===== src/rtl/mem_port_arbiter.sv =====
// Two-requester memory port arbiter: round-robin grant, request/ack handshake
// on both sides, and an optional wait timeout that aborts a stalled access.
module mem_port_arbiter #(
  parameter int unsigned TIMEOUT = 16,
  parameter int unsigned CNT_W   = 8
) (
  input  logic       clk_i,
  input  logic       rst_i,
  input  logic       req0_i,
  input  logic       req1_i,
  output logic       ack0_o,
  output logic       ack1_o,
  output logic       sel_o,
  output logic [1:0] gnt_o,
  output logic       mem_req_o,
  input  logic       mem_ack_i,
  output logic       busy_o,
  output logic       err_o
);

  typedef enum logic [1:0] {IDLE, GRANT, DONE} state_t;

  localparam logic [CNT_W-1:0] TO_LAST = (TIMEOUT == 0) ? '0 : CNT_W'(TIMEOUT - 1);

  state_t           state_q, state_d;
  logic             sel_q, sel_d;
  logic [1:0]       gnt_q, gnt_d;
  logic             mem_req_q, mem_req_d;
  logic             ack0_q, ack0_d;
  logic             ack1_q, ack1_d;
  logic             err_q, err_d;
  logic             busy_q, busy_d;
  logic [CNT_W-1:0] cnt_q, cnt_d;
  logic             last_q, last_d;
  logic             win;
  logic             to_hit;

  // On a tie the requester that was not served last wins.
  assign win    = (req0_i && req1_i) ? ~last_q : req1_i;
  assign to_hit = (TIMEOUT != 0) && (cnt_q == TO_LAST);

  always_comb begin
    state_d   = state_q;
    sel_d     = sel_q;
    gnt_d     = gnt_q;
    mem_req_d = mem_req_q;
    ack0_d    = 1'b0;
    ack1_d    = 1'b0;
    err_d     = 1'b0;
    busy_d    = busy_q;
    cnt_d     = cnt_q;
    last_d    = last_q;
    case (state_q)
      IDLE: begin
        gnt_d     = 2'b00;
        mem_req_d = 1'b0;
        busy_d    = 1'b0;
        if (req0_i || req1_i) begin
          state_d   = GRANT;
          sel_d     = win;
          gnt_d     = win ? 2'b10 : 2'b01;
          mem_req_d = 1'b1;
          busy_d    = 1'b1;
          cnt_d     = '0;
        end
      end
      GRANT: begin
        // Requester inputs are ignored here; only memory or the timeout ends the access.
        if (mem_ack_i || to_hit) begin
          state_d   = DONE;
          ack0_d    = ~sel_q;
          ack1_d    = sel_q;
          err_d     = ~mem_ack_i;
          mem_req_d = 1'b0;
          gnt_d     = 2'b00;
          last_d    = sel_q;
          busy_d    = 1'b1;
        end else begin
          cnt_d = cnt_q + 1'b1;
        end
      end
      DONE: begin
        state_d   = IDLE;
        gnt_d     = 2'b00;
        mem_req_d = 1'b0;
        busy_d    = 1'b0;
      end
      default: begin
        state_d   = IDLE;
        gnt_d     = 2'b00;
        mem_req_d = 1'b0;
        busy_d    = 1'b0;
      end
    endcase
  end

  always_ff @(posedge clk_i) begin
    if (rst_i) begin
      state_q   <= IDLE;
      sel_q     <= 1'b0;
      gnt_q     <= 2'b00;
      mem_req_q <= 1'b0;
      ack0_q    <= 1'b0;
      ack1_q    <= 1'b0;
      err_q     <= 1'b0;
      busy_q    <= 1'b0;
      cnt_q     <= '0;
      last_q    <= 1'b1;
    end else begin
      state_q   <= state_d;
      sel_q     <= sel_d;
      gnt_q     <= gnt_d;
      mem_req_q <= mem_req_d;
      ack0_q    <= ack0_d;
      ack1_q    <= ack1_d;
      err_q     <= err_d;
      busy_q    <= busy_d;
      cnt_q     <= cnt_d;
      last_q    <= last_d;
    end
  end

  assign sel_o     = sel_q;
  assign gnt_o     = gnt_q;
  assign mem_req_o = mem_req_q;
  assign ack0_o    = ack0_q;
  assign ack1_o    = ack1_q;
  assign err_o     = err_q;
  assign busy_o    = busy_q;

endmodule


===== config.mk =====
export PLATFORM = sky130hd
export DESIGN_NAME = mem_port_arbiter
export DESIGN_NICKNAME = d
export VERILOG_FILES = /design/src/rtl/mem_port_arbiter.sv
export SDC_FILE = /design/constraint.sdc
export NUM_CORES = 1
export LEC_CHECK = 0
export BUFFER_PORTS_ARGS = -buffer_cell sky130_fd_sc_hd__buf_2
export CAP_MARGIN = 5
export CORE_UTILIZATION = 45
export CTS_CLUSTER_SIZE = 20
export DETAILED_ROUTE_END_ITERATION = 8
export GPL_ROUTABILITY_DRIVEN = 1
export PLACE_DENSITY = 0.66
export SYNTH_ARGS = -nofsm -noshare
export SYNTH_HDL_FRONTEND = slang
export SYNTH_SLANG_ARGS = --single-unit
export TNS_END_PERCENT = 1

===== constraint.sdc =====
create_clock -name clk_i -period 2 [get_ports clk_i]
set_input_delay 0.2 -clock clk_i [delete_from_list [all_inputs] [get_ports clk_i]]
set_output_delay 0.2 -clock clk_i [all_outputs]
set_load 0.05 [all_outputs]

==> results.py <==
metrics = {
    "critical_path": {
        "r2r_end": "cnt_q[4]$_SDFFE_PP0P_",
        "arrival_ns": 2.02,
        "critical_path.max_stage_delay_ns": 0.58,
        "reg2regPathDepth": 4,
        "rr_startpoint": "cnt_q[4]$_SDFFE_PP0P_",
        "required_ns": 2.21,
        "crit_type": "reg -> reg",
        "crit_path_start_kind": "flip-flop",
        "reg2reg_slack_ns": 0.19,
        "path_cells": "or4_4, o21ai_2, nand2_2, a311oi_1",
        "endpoint_kind": "flip-flop",
        "slowest_stage": "or4_4",
        "path_max_fanout": 11,
    },
    "synthesis": {
        "synth_top_family_by_area": "simple AND/OR/NAND/NOR gates",
        "synthSimpleGateAreaFrac": 0.239,
        "synth_seq_area_share": 0.476,
        "synth_nets": 95,
        "synth-xor-area-share": 0,
        "postSynthCellCount": 89,
        "muxShareOfSynthArea": 0,
        "synth_area_leaders": "dfxtp_1 (48%), a21oi_1 (5.6%), nand3_1 (5.0%)",
        "ys_ff_latch": 19,
        "synth_area_um2": 800,
        "synth_compound_area_frac": 0.227,
        "ys_warn_count": 0,
        "yosysUniqueCellTypes": 34,
        "synthAdderAreaFrac": 0.0156,
        "yosys.area.top_type": "dfxtp_1",
        "avgSynthCellArea_um2": 8.98,
        "yosysTopAreaCellShare": 0.476,
    },
    "timing": {
        "holdWs_ns": 0.131,
        "timing.final.hold_violations": 0,
        "rsz0062_at_grt": "false",
        "fin_crit_sh": 0.906,
        "slew_violations": 0,
        "fin_setup_tns_ns": 0,
        "maxSlewHeadroom": 0.587,
        "tightest_slew_ns": 0.612,
        "fin_crit_ns": 1.81,
        "skew_ns": 0.00238,
        "setup_viol": 0,
        "clock.fmax_mhz": 552,
    },
    "clock_tree": {
        "worstSkewPairLatency_ns": 0.29,
        "cts_tree": "built",
        "cts.htree.levels": 1,
        "cts_buffers": 3,
        "post_cts_resized": 0,
        "cts_root_buf": "clkbuf_4",
        "cts.sinks": 19,
        "cts_setup_buffers": 0,
        "clk_path_buf_depth": 2,
        "holdBufCountCts": 0,
        "cts.clk_slew.worst_paths_ns": 0.11,
    },
    "grt": {
        "grt_max_degree": 21,
        "grt_pass1_vias": 590,
        "overflow": 0,
        "grt_usage": 0.185,
        "grt_pass1_wl_um": 2620,
        "grt_antenna_before_repair": 0,
    },
    "final_layout": {
        "fillers": 162,
        "nets": 109,
        "num_antenna_cells": 0,
        "area_delta_synth_final_pct": 12.1,
        "drive_above_1_share": 0.216,
    },
    "route": {
        "dr_wl_met3_um": 55,
        "viasPerCell": 5.74,
        "wl_met2_um": 682,
        "wl_um": 1570,
        "ant_nets": 0,
        "routedWlPerCell_um": 13.3,
        "num_vias": 677,
        "drt-pass1-iter-count": 6,
        "first_iter_violations": 13,
        "highest_layer": "met4",
        "drc": 0,
        "wl_met1_um": 816,
    },
    "job": {
        "cap_violations": 0,
    },
    "pwr": {
        "powerDensity_nw_per_um2": 801,
        "irDropWorstVdd_mv": 0.520,
        "p_leak_nw": 0.359,
        "p_total_mw": 0.718,
    },
    "floorplanning": {
        "core_um2": 1580,
        "row_count": 14,
        "dieArea_um2": 1950,
        "die_h_um": 44.2,
        "top_level_ports": 13,
        "start_util": 0.507,
        "die_w_um": 44.2,
    },
    "worst_hold_path": {
        "hold-path-cell-count": 2,
        "hold_start": "mem_ack_i",
        "hold_end": "err_o$_SDFF_PP0_",
        "hold_class": "in -> reg",
    },
    "placement": {
        "io_buffers": 12,
        "gp_congestion": 0.720,
        "hpwlAfterDp_um": 1120,
    },
    "status": {
        "status": "completed",
    },
}
[critical path: cells and delay by family, from the launching register on]
family	cells	cell delay, ns
AND/OR/NAND/NOR	2	0.67
flip-flops	1	0.39
AO/OA/AOI/OAI	2	0.66
[cells by family after synthesis]
kind of cell,after synthesis
and+or+nand+nor,35
AOI/OAI and AO/OA,27
DFF,19
buffers and inverters,7
adders and majority gates,1
[metal layers]
metal,global-route usage,vias to the layer above
met5,0,-
met4,0.0909,0
met3,0.0367,2
met2,0.250,14
met1,0.277,301
li1,-,360
[layout make-up]
cell class                      instances  area, um^2  area share
Inverter                                2        7.51     0.00838
Clock inverter                          1        5.00     0.00559
Sequential cell                        19         380       0.425
Multi-Input combinational cell         63         385       0.430
Tap cell                               16        20.0      0.0223
Timing Repair Buffer                   14        75.1      0.0838
Clock buffer                            3        22.5      0.0251
[flip-flops by register name, indices dropped and copies added (netlist names)]
signal / cells
ack1_o: 1
gnt_o: 2
err_o: 1
cnt_q: 8
busy_o: 1
state_q: 2
last_q: 1
sel_o: 1
ack0_o: 1
mem_req_o: 1
[synth_stat cells (all sizes together)]
master / count
buf: 1
nor3b: 2
or3: 2
nand4: 1
a2bb2oi: 1
or4: 1
a311oi: 1
o2111ai: 2
and3: 1
dfxtp: 19
a41oi: 1
nor2: 6
nor3: 1
inv: 2
nand2b: 1
ha: 1
a31oi: 4
o211a: 1
and4: 1
o211ai: 1
a21boi: 1
a211oi: 1
o21ai: 3
o21a: 1
a21oi: 9
o41ai: 1
nor2b: 1
and4b: 1
clkbuf: 4
nand3: 8
nand2: 9
[per-stage QoR]
stage	utilization	setup slack [ns]	instances	instance area, um^2
after CTS	0.568	0.205	118	896
after floorplan	-	0.454	89	800
after global placement	0.551	0.289	114	868
after global routing	0.568	0.0552	118	896
final	0.568	0.189	118	896
after detailed placement	0.551	0.249	114	868
[worst max-delay path by stage]
stage / start / endpoint / slack [ns] / cells past startpoint
3_5_place_dp: cnt_q[4]$_SDFFE_PP0P_ / cnt_q[4]$_SDFFE_PP0P_ / 0.25 / 4
4_1_cts: cnt_q[4]$_SDFFE_PP0P_ / cnt_q[4]$_SDFFE_PP0P_ / 0.21 / 4
2_1_floorplan: cnt_q[4]$_SDFFE_PP0P_ / cnt_q[4]$_SDFFE_PP0P_ / 0.45 / 5
3_3_place_gp: cnt_q[4]$_SDFFE_PP0P_ / cnt_q[4]$_SDFFE_PP0P_ / 0.29 / 4
6_report: cnt_q[4]$_SDFFE_PP0P_ / cnt_q[4]$_SDFFE_PP0P_ / 0.19 / 4
5_1_grt: cnt_q[4]$_SDFFE_PP0P_ / cnt_q[4]$_SDFFE_PP0P_ / 0.06 / 4
[cell usage in the layout, fill, tap and decap left out, drive strengths merged]
| cell | Yosys | routed |
|---|---|---|
| and4 | 1 | 1 |
| inv | 2 | 2 |
| a2bb2oi | 1 | 1 |
| nand2b | 1 | 1 |
| o2111ai | 2 | 2 |
| buf | 1 | 14 |
| or3 | 2 | 2 |
| a41oi | 1 | 1 |
| nand4 | 1 | 1 |
| and3 | 1 | 1 |
| dfxtp | 19 | 19 |
| nor3b | 2 | 2 |
| a311oi | 1 | 1 |
| o211ai | 1 | 1 |
| a211oi | 1 | 1 |
| o21a | 1 | 1 |
| nand2 | 9 | 9 |
| a21boi | 1 | 1 |
| nand3 | 8 | 8 |
| nor3 | 1 | 1 |
| o41ai | 1 | 1 |
| ha | 1 | 1 |
| o211a | 1 | 1 |
| nor2b | 1 | 1 |
| a31oi | 4 | 4 |
| or4 | 1 | 1 |
| and4b | 1 | 1 |
| o21ai | 3 | 3 |
| a21oi | 9 | 9 |
| nor2 | 6 | 6 |
| clkinv | 0 | 1 |
| clkbuf | 4 | 3 |
[where the power goes]
part           switching, mW  internal, mW  leakage [nW]
logic                 0.0831        0.0334         0.186
registers            0.00865         0.394         0.155
clock network          0.124        0.0744        0.0177
No activity file was read; power rests on OpenSTA's default activity.
